==> src/rtl/request_assembler_pkg.sv <==
// Shared constants for the two-byte request framer: command codes, error codes, FSM states.
// Latency: n/a (declarations and pure helper functions only).
// Backpressure: n/a.
package request_assembler_pkg;

   // Highest command code the sensor decoder understands.
   localparam logic [7:0] CMD_MAX        = 8'h07;

   localparam logic [7:0] CMD_NOP        = 8'h00;
   localparam logic [7:0] CMD_READ       = 8'h01;
   localparam logic [7:0] CMD_READ_BURST = 8'h02;
   localparam logic [7:0] CMD_RESET_DEV  = 8'h03;
   localparam logic [7:0] CMD_CALIBRATE  = 8'h04;
   localparam logic [7:0] CMD_SLEEP      = 8'h05;
   localparam logic [7:0] CMD_WAKE       = 8'h06;
   localparam logic [7:0] CMD_STATUS     = 8'h07;

   localparam logic [7:0] ERR_TIMEOUT    = 8'hE0;
   localparam logic [7:0] ERR_BAD_CMD    = 8'hE1;
   localparam logic [7:0] ERR_BAD_ADDR   = 8'hE2;

   typedef enum logic [2:0] {
      ST_IDLE,
      ST_WAIT_ADDR,
      ST_CHECK,
      ST_HOLD,
      ST_ERROR
   } state_t;

   function automatic logic cmd_is_valid(input logic [7:0] cmd);
      return cmd <= CMD_MAX;
   endfunction

   // Counter increment that sticks at all-ones instead of wrapping.
   function automatic logic [7:0] sat_inc8(input logic [7:0] val);
      return (val == 8'hFF) ? val : val + 8'd1;
   endfunction

endpackage

==> src/rtl/request_assembler_if.sv <==
// Byte-in / request-out bundle between UART_RX, the framer and the sensor decoder.
// Latency: n/a (wires only).
// Backpressure: request_valid/request_ready handshake; has_data is a strobe with no ready.
//   slave  : framer side  (consumes has_data/data_received/request_ready)
//   master : driver side  (produces has_data/data_received/request_ready)
interface request_assembler_if #(
   parameter int NUM_DEVICES = 32
);
   logic                   has_data;
   logic [7:0]             data_received;
   logic                   request_ready;
   logic                   request_valid;
   logic [7:0]             request;
   logic [NUM_DEVICES-1:0] device_selector;
   logic                   error_valid;
   logic [7:0]             error_code;
   logic [7:0]             overrun_count;

   modport slave (
      input  has_data, data_received, request_ready,
      output request_valid, request, device_selector,
      output error_valid, error_code, overrun_count
   );

   modport master (
      output has_data, data_received, request_ready,
      input  request_valid, request, device_selector,
      input  error_valid, error_code, overrun_count
   );
endinterface

==> src/rtl/request_assembler_timer.sv <==
// Inter-byte timer: counts enabled clocks since the last clear, flags the final allowed cycle.
// Latency: expired is a decode of the registered count (same cycle as the count value).
// Backpressure: none; clear has priority over enable.
//   clock/reset : system clock, synchronous active-high reset
//   clear       : force count to zero
//   enable      : advance count by one this clock
//   expired     : count has reached TIMEOUT_CYCLES-1
module inter_byte_timer #(
   parameter int TIMEOUT_CYCLES = 2_500_000
) (
   input  logic clock,
   input  logic reset,
   input  logic clear,
   input  logic enable,
   output logic expired
);
   localparam int TW = (TIMEOUT_CYCLES > 1) ? $clog2(TIMEOUT_CYCLES) : 1;
   localparam logic [TW-1:0] LAST = TW'(TIMEOUT_CYCLES - 1);

   logic [TW-1:0] count_q, count_d;

   always_comb begin
      count_d = count_q;
      if (clear) begin
         count_d = '0;
      end else if (enable && (count_q != LAST)) begin
         // Holding at LAST keeps the counter from wrapping if the owner lingers.
         count_d = count_q + 1'b1;
      end
   end

   always_ff @(posedge clock) begin
      if (reset) begin
         count_q <= '0;
      end else begin
         count_q <= count_d;
      end
   end

   assign expired = (count_q == LAST);

endmodule

==> src/rtl/request_assembler.sv <==
// Frames a command byte + address byte from UART_RX into {request, one-hot device_selector}.
// Latency: address strobe in N -> request_valid (or error_valid) in N+2; timeout error in N+1+TIMEOUT_CYCLES.
// Backpressure: request held until request_ready; bytes arriving while busy are dropped and counted.
//   clock/reset : system clock, synchronous active-high reset
//   bus         : slave side of request_assembler_if (byte strobe in, request/error/overrun out)
module request_assembler
   import request_assembler_pkg::*;
#(
   parameter int TIMEOUT_CYCLES = 2_500_000,
   parameter int NUM_DEVICES    = 32
) (
   input  logic                clock,
   input  logic                reset,
   request_assembler_if.slave  bus
);

   state_t                 state_q, state_d;
   logic [7:0]             cmd_q, cmd_d;
   logic [7:0]             addr_q, addr_d;
   logic [7:0]             request_q, request_d;
   logic [NUM_DEVICES-1:0] device_selector_q, device_selector_d;
   logic                   request_valid_q, request_valid_d;
   logic                   error_valid_q, error_valid_d;
   logic [7:0]             error_code_q, error_code_d;
   logic [7:0]             overrun_q, overrun_d;

   logic timer_clear, timer_enable, timer_expired;
   logic addr_ok;
   logic [NUM_DEVICES-1:0] sel_dec;

   // Timer runs only while waiting for the address and is zero on every entry.
   assign timer_enable = (state_q == ST_WAIT_ADDR);
   assign timer_clear  = (state_q != ST_WAIT_ADDR);

   inter_byte_timer #(
      .TIMEOUT_CYCLES (TIMEOUT_CYCLES)
   ) u_timer (
      .clock   (clock),
      .reset   (reset),
      .clear   (timer_clear),
      .enable  (timer_enable),
      .expired (timer_expired)
   );

   assign addr_ok = (int'(addr_q) < NUM_DEVICES);
   assign sel_dec = NUM_DEVICES'(1) << addr_q;

   always_comb begin
      state_d           = state_q;
      cmd_d             = cmd_q;
      addr_d            = addr_q;
      request_d         = request_q;
      device_selector_d = device_selector_q;
      request_valid_d   = request_valid_q;
      error_valid_d     = 1'b0;
      error_code_d      = error_code_q;
      overrun_d         = overrun_q;

      case (state_q)
         ST_IDLE: begin
            if (bus.has_data) begin
               cmd_d   = bus.data_received;
               state_d = ST_WAIT_ADDR;
            end
         end
         ST_WAIT_ADDR: begin
            // A byte arriving on the expiry cycle still completes the frame.
            if (bus.has_data) begin
               addr_d  = bus.data_received;
               state_d = ST_CHECK;
            end else if (timer_expired) begin
               error_code_d  = ERR_TIMEOUT;
               error_valid_d = 1'b1;
               state_d       = ST_ERROR;
            end
         end
         ST_CHECK: begin
            // Bad command is reported in preference to bad address.
            if (!cmd_is_valid(cmd_q)) begin
               error_code_d  = ERR_BAD_CMD;
               error_valid_d = 1'b1;
               state_d       = ST_ERROR;
            end else if (!addr_ok) begin
               error_code_d  = ERR_BAD_ADDR;
               error_valid_d = 1'b1;
               state_d       = ST_ERROR;
            end else begin
               request_d         = cmd_q;
               device_selector_d = sel_dec;
               request_valid_d   = 1'b1;
               state_d           = ST_HOLD;
            end
         end
         ST_HOLD: begin
            if (bus.request_ready) begin
               request_valid_d   = 1'b0;
               device_selector_d = '0;
               state_d           = ST_IDLE;
            end
         end
         ST_ERROR: begin
            state_d = ST_IDLE;
         end
         default: begin
            state_d = ST_IDLE;
         end
      endcase

      // Only IDLE and WAIT_ADDR consume bytes; anything else is an overrun.
      if (bus.has_data &&
          ((state_q == ST_CHECK) || (state_q == ST_HOLD) || (state_q == ST_ERROR))) begin
         overrun_d = sat_inc8(overrun_q);
      end
   end

   always_ff @(posedge clock) begin
      if (reset) begin
         state_q           <= ST_IDLE;
         cmd_q             <= '0;
         addr_q            <= '0;
         request_q         <= '0;
         device_selector_q <= '0;
         request_valid_q   <= 1'b0;
         error_valid_q     <= 1'b0;
         error_code_q      <= '0;
         overrun_q         <= '0;
      end else begin
         state_q           <= state_d;
         cmd_q             <= cmd_d;
         addr_q            <= addr_d;
         request_q         <= request_d;
         device_selector_q <= device_selector_d;
         request_valid_q   <= request_valid_d;
         error_valid_q     <= error_valid_d;
         error_code_q      <= error_code_d;
         overrun_q         <= overrun_d;
      end
   end

   assign bus.request_valid   = request_valid_q;
   assign bus.request         = request_q;
   assign bus.device_selector = device_selector_q;
   assign bus.error_valid     = error_valid_q;
   assign bus.error_code      = error_code_q;
   assign bus.overrun_count   = overrun_q;

endmodule

==> src/flat_wrapper.sv <==
// flat-port wrapper written by rule: the top's interface ports become plain ports
module request_assembler_flat import request_assembler_pkg::*;
#(
   parameter int TIMEOUT_CYCLES = 2_500_000,
   parameter int NUM_DEVICES    = 32
)
  (clock, reset, bus_has_data, bus_data_received, bus_request_ready, bus_request_valid, bus_request, bus_device_selector, bus_error_valid, bus_error_code, bus_overrun_count);
  request_assembler_if #(.NUM_DEVICES(NUM_DEVICES)) bus_i ();
  input  logic clock;
  input  logic reset;
  input wire logic [$bits(bus_i.has_data)-1:0] bus_has_data;
  input wire logic [$bits(bus_i.data_received)-1:0] bus_data_received;
  input wire logic [$bits(bus_i.request_ready)-1:0] bus_request_ready;
  output wire logic [$bits(bus_i.request_valid)-1:0] bus_request_valid;
  output wire logic [$bits(bus_i.request)-1:0] bus_request;
  output wire logic [$bits(bus_i.device_selector)-1:0] bus_device_selector;
  output wire logic [$bits(bus_i.error_valid)-1:0] bus_error_valid;
  output wire logic [$bits(bus_i.error_code)-1:0] bus_error_code;
  output wire logic [$bits(bus_i.overrun_count)-1:0] bus_overrun_count;
  assign bus_i.has_data = bus_has_data;
  assign bus_i.data_received = bus_data_received;
  assign bus_i.request_ready = bus_request_ready;
  assign bus_request_valid = bus_i.request_valid;
  assign bus_request = bus_i.request;
  assign bus_device_selector = bus_i.device_selector;
  assign bus_error_valid = bus_i.error_valid;
  assign bus_error_code = bus_i.error_code;
  assign bus_overrun_count = bus_i.overrun_count;
  request_assembler #(.TIMEOUT_CYCLES(TIMEOUT_CYCLES), .NUM_DEVICES(NUM_DEVICES)) u_core (.clock(clock), .reset(reset), .bus(bus_i));
endmodule
==> config.mk <==
export PLATFORM = sky130hd
export DESIGN_NAME = request_assembler_flat
export DESIGN_NICKNAME = d
export VERILOG_FILES = /design/src/rtl/request_assembler_pkg.sv /design/src/rtl/request_assembler_if.sv /design/src/rtl/request_assembler_timer.sv /design/src/rtl/request_assembler.sv /design/src/flat_wrapper.sv
export SDC_FILE = /design/constraint.sdc
export NUM_CORES = 1
export LEC_CHECK = 0
export BUFFER_PORTS_ARGS = -buffer_cell sky130_fd_sc_hd__buf_2
export CORE_ASPECT_RATIO = 0.7
export CORE_MARGIN = 2
export CORE_UTILIZATION = 25
export DETAILED_ROUTE_END_ITERATION = 7
export PLACE_DENSITY = 0.5
export SETUP_SLACK_MARGIN = 0.15
export SYNTH_ARGS = -nofsm -noshare
export SYNTH_HDL_FRONTEND = slang
export SYNTH_SLANG_ARGS = --single-unit
==> constraint.sdc <==
create_clock -name clock -period 3.4 [get_ports clock]
set_clock_uncertainty 0.15 [all_clocks]
set_input_delay 0.68 -clock clock [delete_from_list [all_inputs] [get_ports clock]]
set_output_delay 0.68 -clock clock [all_outputs]
set_load 0.005 [all_outputs]
==> impl_metrics.csv <==
group,metric,value,unit
floorplanning,rows,38,
setup_path,endpoint,"u_core.bus.device_selector[10]$_SDFFE_PP0P_",
routing,vias,3421,
clock_tree,max-clock-path-buffers,2,
routing,detail-route-antenna-nets,0,
clock_tree,h-tree-depth,3,
place,portBuffers,66,
power_and_ir_drop,powerDensity,472,mW/mm^2
timing,tightest_slew,0.919,ns
logic_synthesis,ys_types,57,
clock_tree,cts_resized,0,
logic_synthesis,yosys_warnings,0,
finish,fin_util,0.306,
floorplanning,pin_count,70,
logic_synthesis,syn_inst,429,
place,gp_congestion,0.812,
setup_path,worstPathCellList,"or3b_2 > nor4_4 > nor3b_4 > a22o_1",
timing,slew_viol_final,0,
logic_synthesis,synth-seq-area-share,0.478,
clock_tree,cts_buffers,9,
timing,setup_viol,0,
logic_synthesis,synth_area,0.00394,sq mm
global_routing,grt_max_degree,33,
setup_path,start_kind,"flip-flop",
logic_synthesis,synth-adder-area-share,0.00636,
setup_path,r2r_start,"u_core.state_q[1]$_SDFFE_PP0P_",
timing,period_share,0.722,
global_routing,gr-total-overflow,0,
setup_path,endpoint_kind,"flip-flop",
finish,regArea,0.00188,sq mm
hold_path,hold_path_startpoint,"u_core.cmd_q[2]$_SDFFE_PP0P_",
global_routing,grt_pass1_vias,3158,
logic_synthesis,synth_compound_area_frac,0.197,
power_and_ir_drop,ir_drop,0.243,mV
run_status,status,"complete, no violations",
clock_tree,clk_pin_slew,0.07,ns
logic_synthesis,postSynthAreaPerCell,9.18,sq um
setup_path,max_stage_delay,0.58,ns
finish,finalNetCount,502,
routing,drc,0,
setup_path,critPathLaunch,"u_core.state_q[1]$_SDFFE_PP0P_",
routing,drt_pass1_iterations,4,
setup_path,arrival,2.58,ns
logic_synthesis,synth-simple-area-share,0.246,
clock_tree,root_buffer,"clkbuf_16",
logic_synthesis,muxShareOfSynthArea,0.0178,
flow_run,drv_cap,0,
clock_tree,clkSinkCount,94,
timing,slew_headroom,0.382,
timing,tns,0,ns
routing,wl,10200,um
clock_tree,cts_tree,"built",
global_routing,grt_use_total,0.124,
setup_path,worstSetupPathType,"flip-flop to flip-flop",
setup_path,worstPathMaxFanout,10,
timing,min_period,2.46,ns
logic_synthesis,ys_ff_latch,94,
global_routing,grt_first_pass_wirelength,16400,um
setup_path,cpMaxStageDelayCell,"nor4_4",
floorplanning,dieHeight,109,um
setup_path,critical_path_required,3.53,ns
setup_path,r2r_slack,0.94,ns
finish,multiInputGateArea,0.00189,sq mm
logic_synthesis,synth_top_family_by_area,"simple AND/OR/NAND/NOR gates",
clock_tree,clk_latency,0.34,ns
finish,syn2layout_area_growth,20.2,%
setup_path,r2r-end,"u_core.bus.device_selector[10]$_SDFFE_PP0P_",
logic_synthesis,async_reset_ff_frac,0,
hold_path,min-delay-path-class,"flip-flop to flip-flop",
place,hpwlAfterDp,7530,um
clock_tree,postCtsHoldBufs,0,
finish,layout-drive-gt1-share,0.219,
power_and_ir_drop,cellLeakagePower,1.77,nW
floorplanning,initial_core_util,0.255,
timing,rsz0062_at_grt,"no",
routing,vias_per_cell,4.93,
floorplanning,die_x,154,um
logic_synthesis,synthXorXnorAreaFrac,0.00890,
finish,fillCellCount,1627,
setup_path,r2r_cells,4,
timing,report.final.hold_viol_count,0,
floorplanning,core,0.0155,sq mm
clock_tree,cts_setup_buffers,0,
logic_synthesis,ys.flop_type,"dfxtp_1",
timing,fmax,0.407,GHz
logic_synthesis,synth_edf_count,0,
global_routing,antenna_found_initial,1,
routing,wl_per_cell,14.6,um
floorplanning,die_area,0.0168,sq mm
routing,drt_iter0_drc,201,
-- layout by cell type, fill, tap and decap left out, drive strengths merged, types with 7 or more instances in the layout --
master   count
nand4       10
or3         13
dfxtp       94
clkbuf      10
nand3       10
inv         16
mux2i        7
o21ai       16
o2bb2ai      8
nor3         7
nand2       53
buf         72
a21oi       40
nor2        16
and2         7
a22o        24
-- where the power goes --
part / total (W) / internal [W] / switching (W)
sequential: 0.00114 / 0.00112 / 0.0000232
combinational: 0.000144 / 0.0000528 / 0.0000914
clock: 0.000945 / 0.000519 / 0.000426
total: 0.00223 / 0.00169 / 0.000540
-- layout make-up --
type	instances	share of cell area
Antenna cell	1	0.000529
Clock buffer	10	0.0505
Clock inverter	6	0.00925
Inverter	14	0.0111
Multi-Input combinational cell	297	0.399
Sequential cell	94	0.398
Tap cell	200	0.0529
Timing Repair Buffer	72	0.0793
-- layer usage --
layer | part of all wire | GRT usage | wire (um)
met5 | 0 | 0 | 0
met4 | 0.017 | 0.0427 | 172
met3 | 0.046 | 0.0310 | 465
met2 | 0.40 | 0.170 | 4080
met1 | 0.54 | 0.186 | 5440
-- worst min path at each step --
| stage | depth (start not counted) | slack, ns | end |
|---|---|---|---|
| finish | 2 | 0.31 | u_core.cmd_q[2]$_SDFFE_PP0P_ |
| global route | 1 | 0.33 | u_core.bus.request[4]$_SDFFE_PP0P_ |
| CTS | 2 | 0.31 | u_core.cmd_q[2]$_SDFFE_PP0P_ |
| detailed placement | 1 | 0.29 | u_core.bus.request[5]$_SDFFE_PP0P_ |
| global placement | 1 | 0.29 | u_core.bus.request[7]$_SDFFE_PP0P_ |
| floorplan | 2 | 0.29 | u_core.cmd_q[6]$_SDFFE_PP0P_ |
-- cells in the mapped netlist, types with 8 or more instances --
cell	count	area [sq um]
or3_1	13	81.3
a22o_1	24	210
nand3_1	10	50.1
nand4_1	10	62.6
nor2_1	16	60.1
o21ai_0	15	75.1
dfxtp_1	94	1880
o2bb2ai_1	8	70.1
inv_1	14	52.6
nand2_1	53	199
a21oi_1	40	200
clkbuf_1	18	67.6
-- worst max-delay path: cells and delay by family (launching register included) --
kind             cells  cell delay [ns]
AO/OA/AOI/OAI        1             0.19
flip-flops           1             0.47
AND/OR/NAND/NOR      3             1.59
-- cell families (layout without fill, tap and decap cells) --
logic type / count (synthesis) / after routing
adders and majority gates: 2 / 2
DFF: 94 / 94
muxes: 7 / 7
AOI/OAI and AO/OA: 115 / 115
buffers and inverters: 40 / 102
and+or+nand+nor: 166 / 166
xor gates and xnor gates: 4 / 4
other: 1 / 4
-- sequential cells by signal, indices dropped and copies added (netlist names) --
register,flops
u_core.bus.device_selector,32
u_core.u_timer.count_q,22
u_core.addr_q,8
u_core.bus.overrun_count,8
u_core.bus.request,8
u_core.cmd_q,8
u_core.bus.error_code,3
u_core.state_q,3
u_core.bus.error_valid,1
u_core.bus.request_valid,1
-- metrics by stage --
stage	instance area [sq um]	hold slack [ns]	instances	worst slack [ns]	total power (W)
after global routing	4730	0.327	694	0.753	0.00233
after global placement	4450	0.291	677	1.03	0.00131
after floorplan	3940	0.286	431	1.30	0.00127
final	4730	0.307	694	0.944	0.00223
after detailed placement	4450	0.290	677	0.926	0.00131
after CTS	4730	0.309	693	0.912	0.00227
Note: power is estimated with default switching activity, not from simulation.
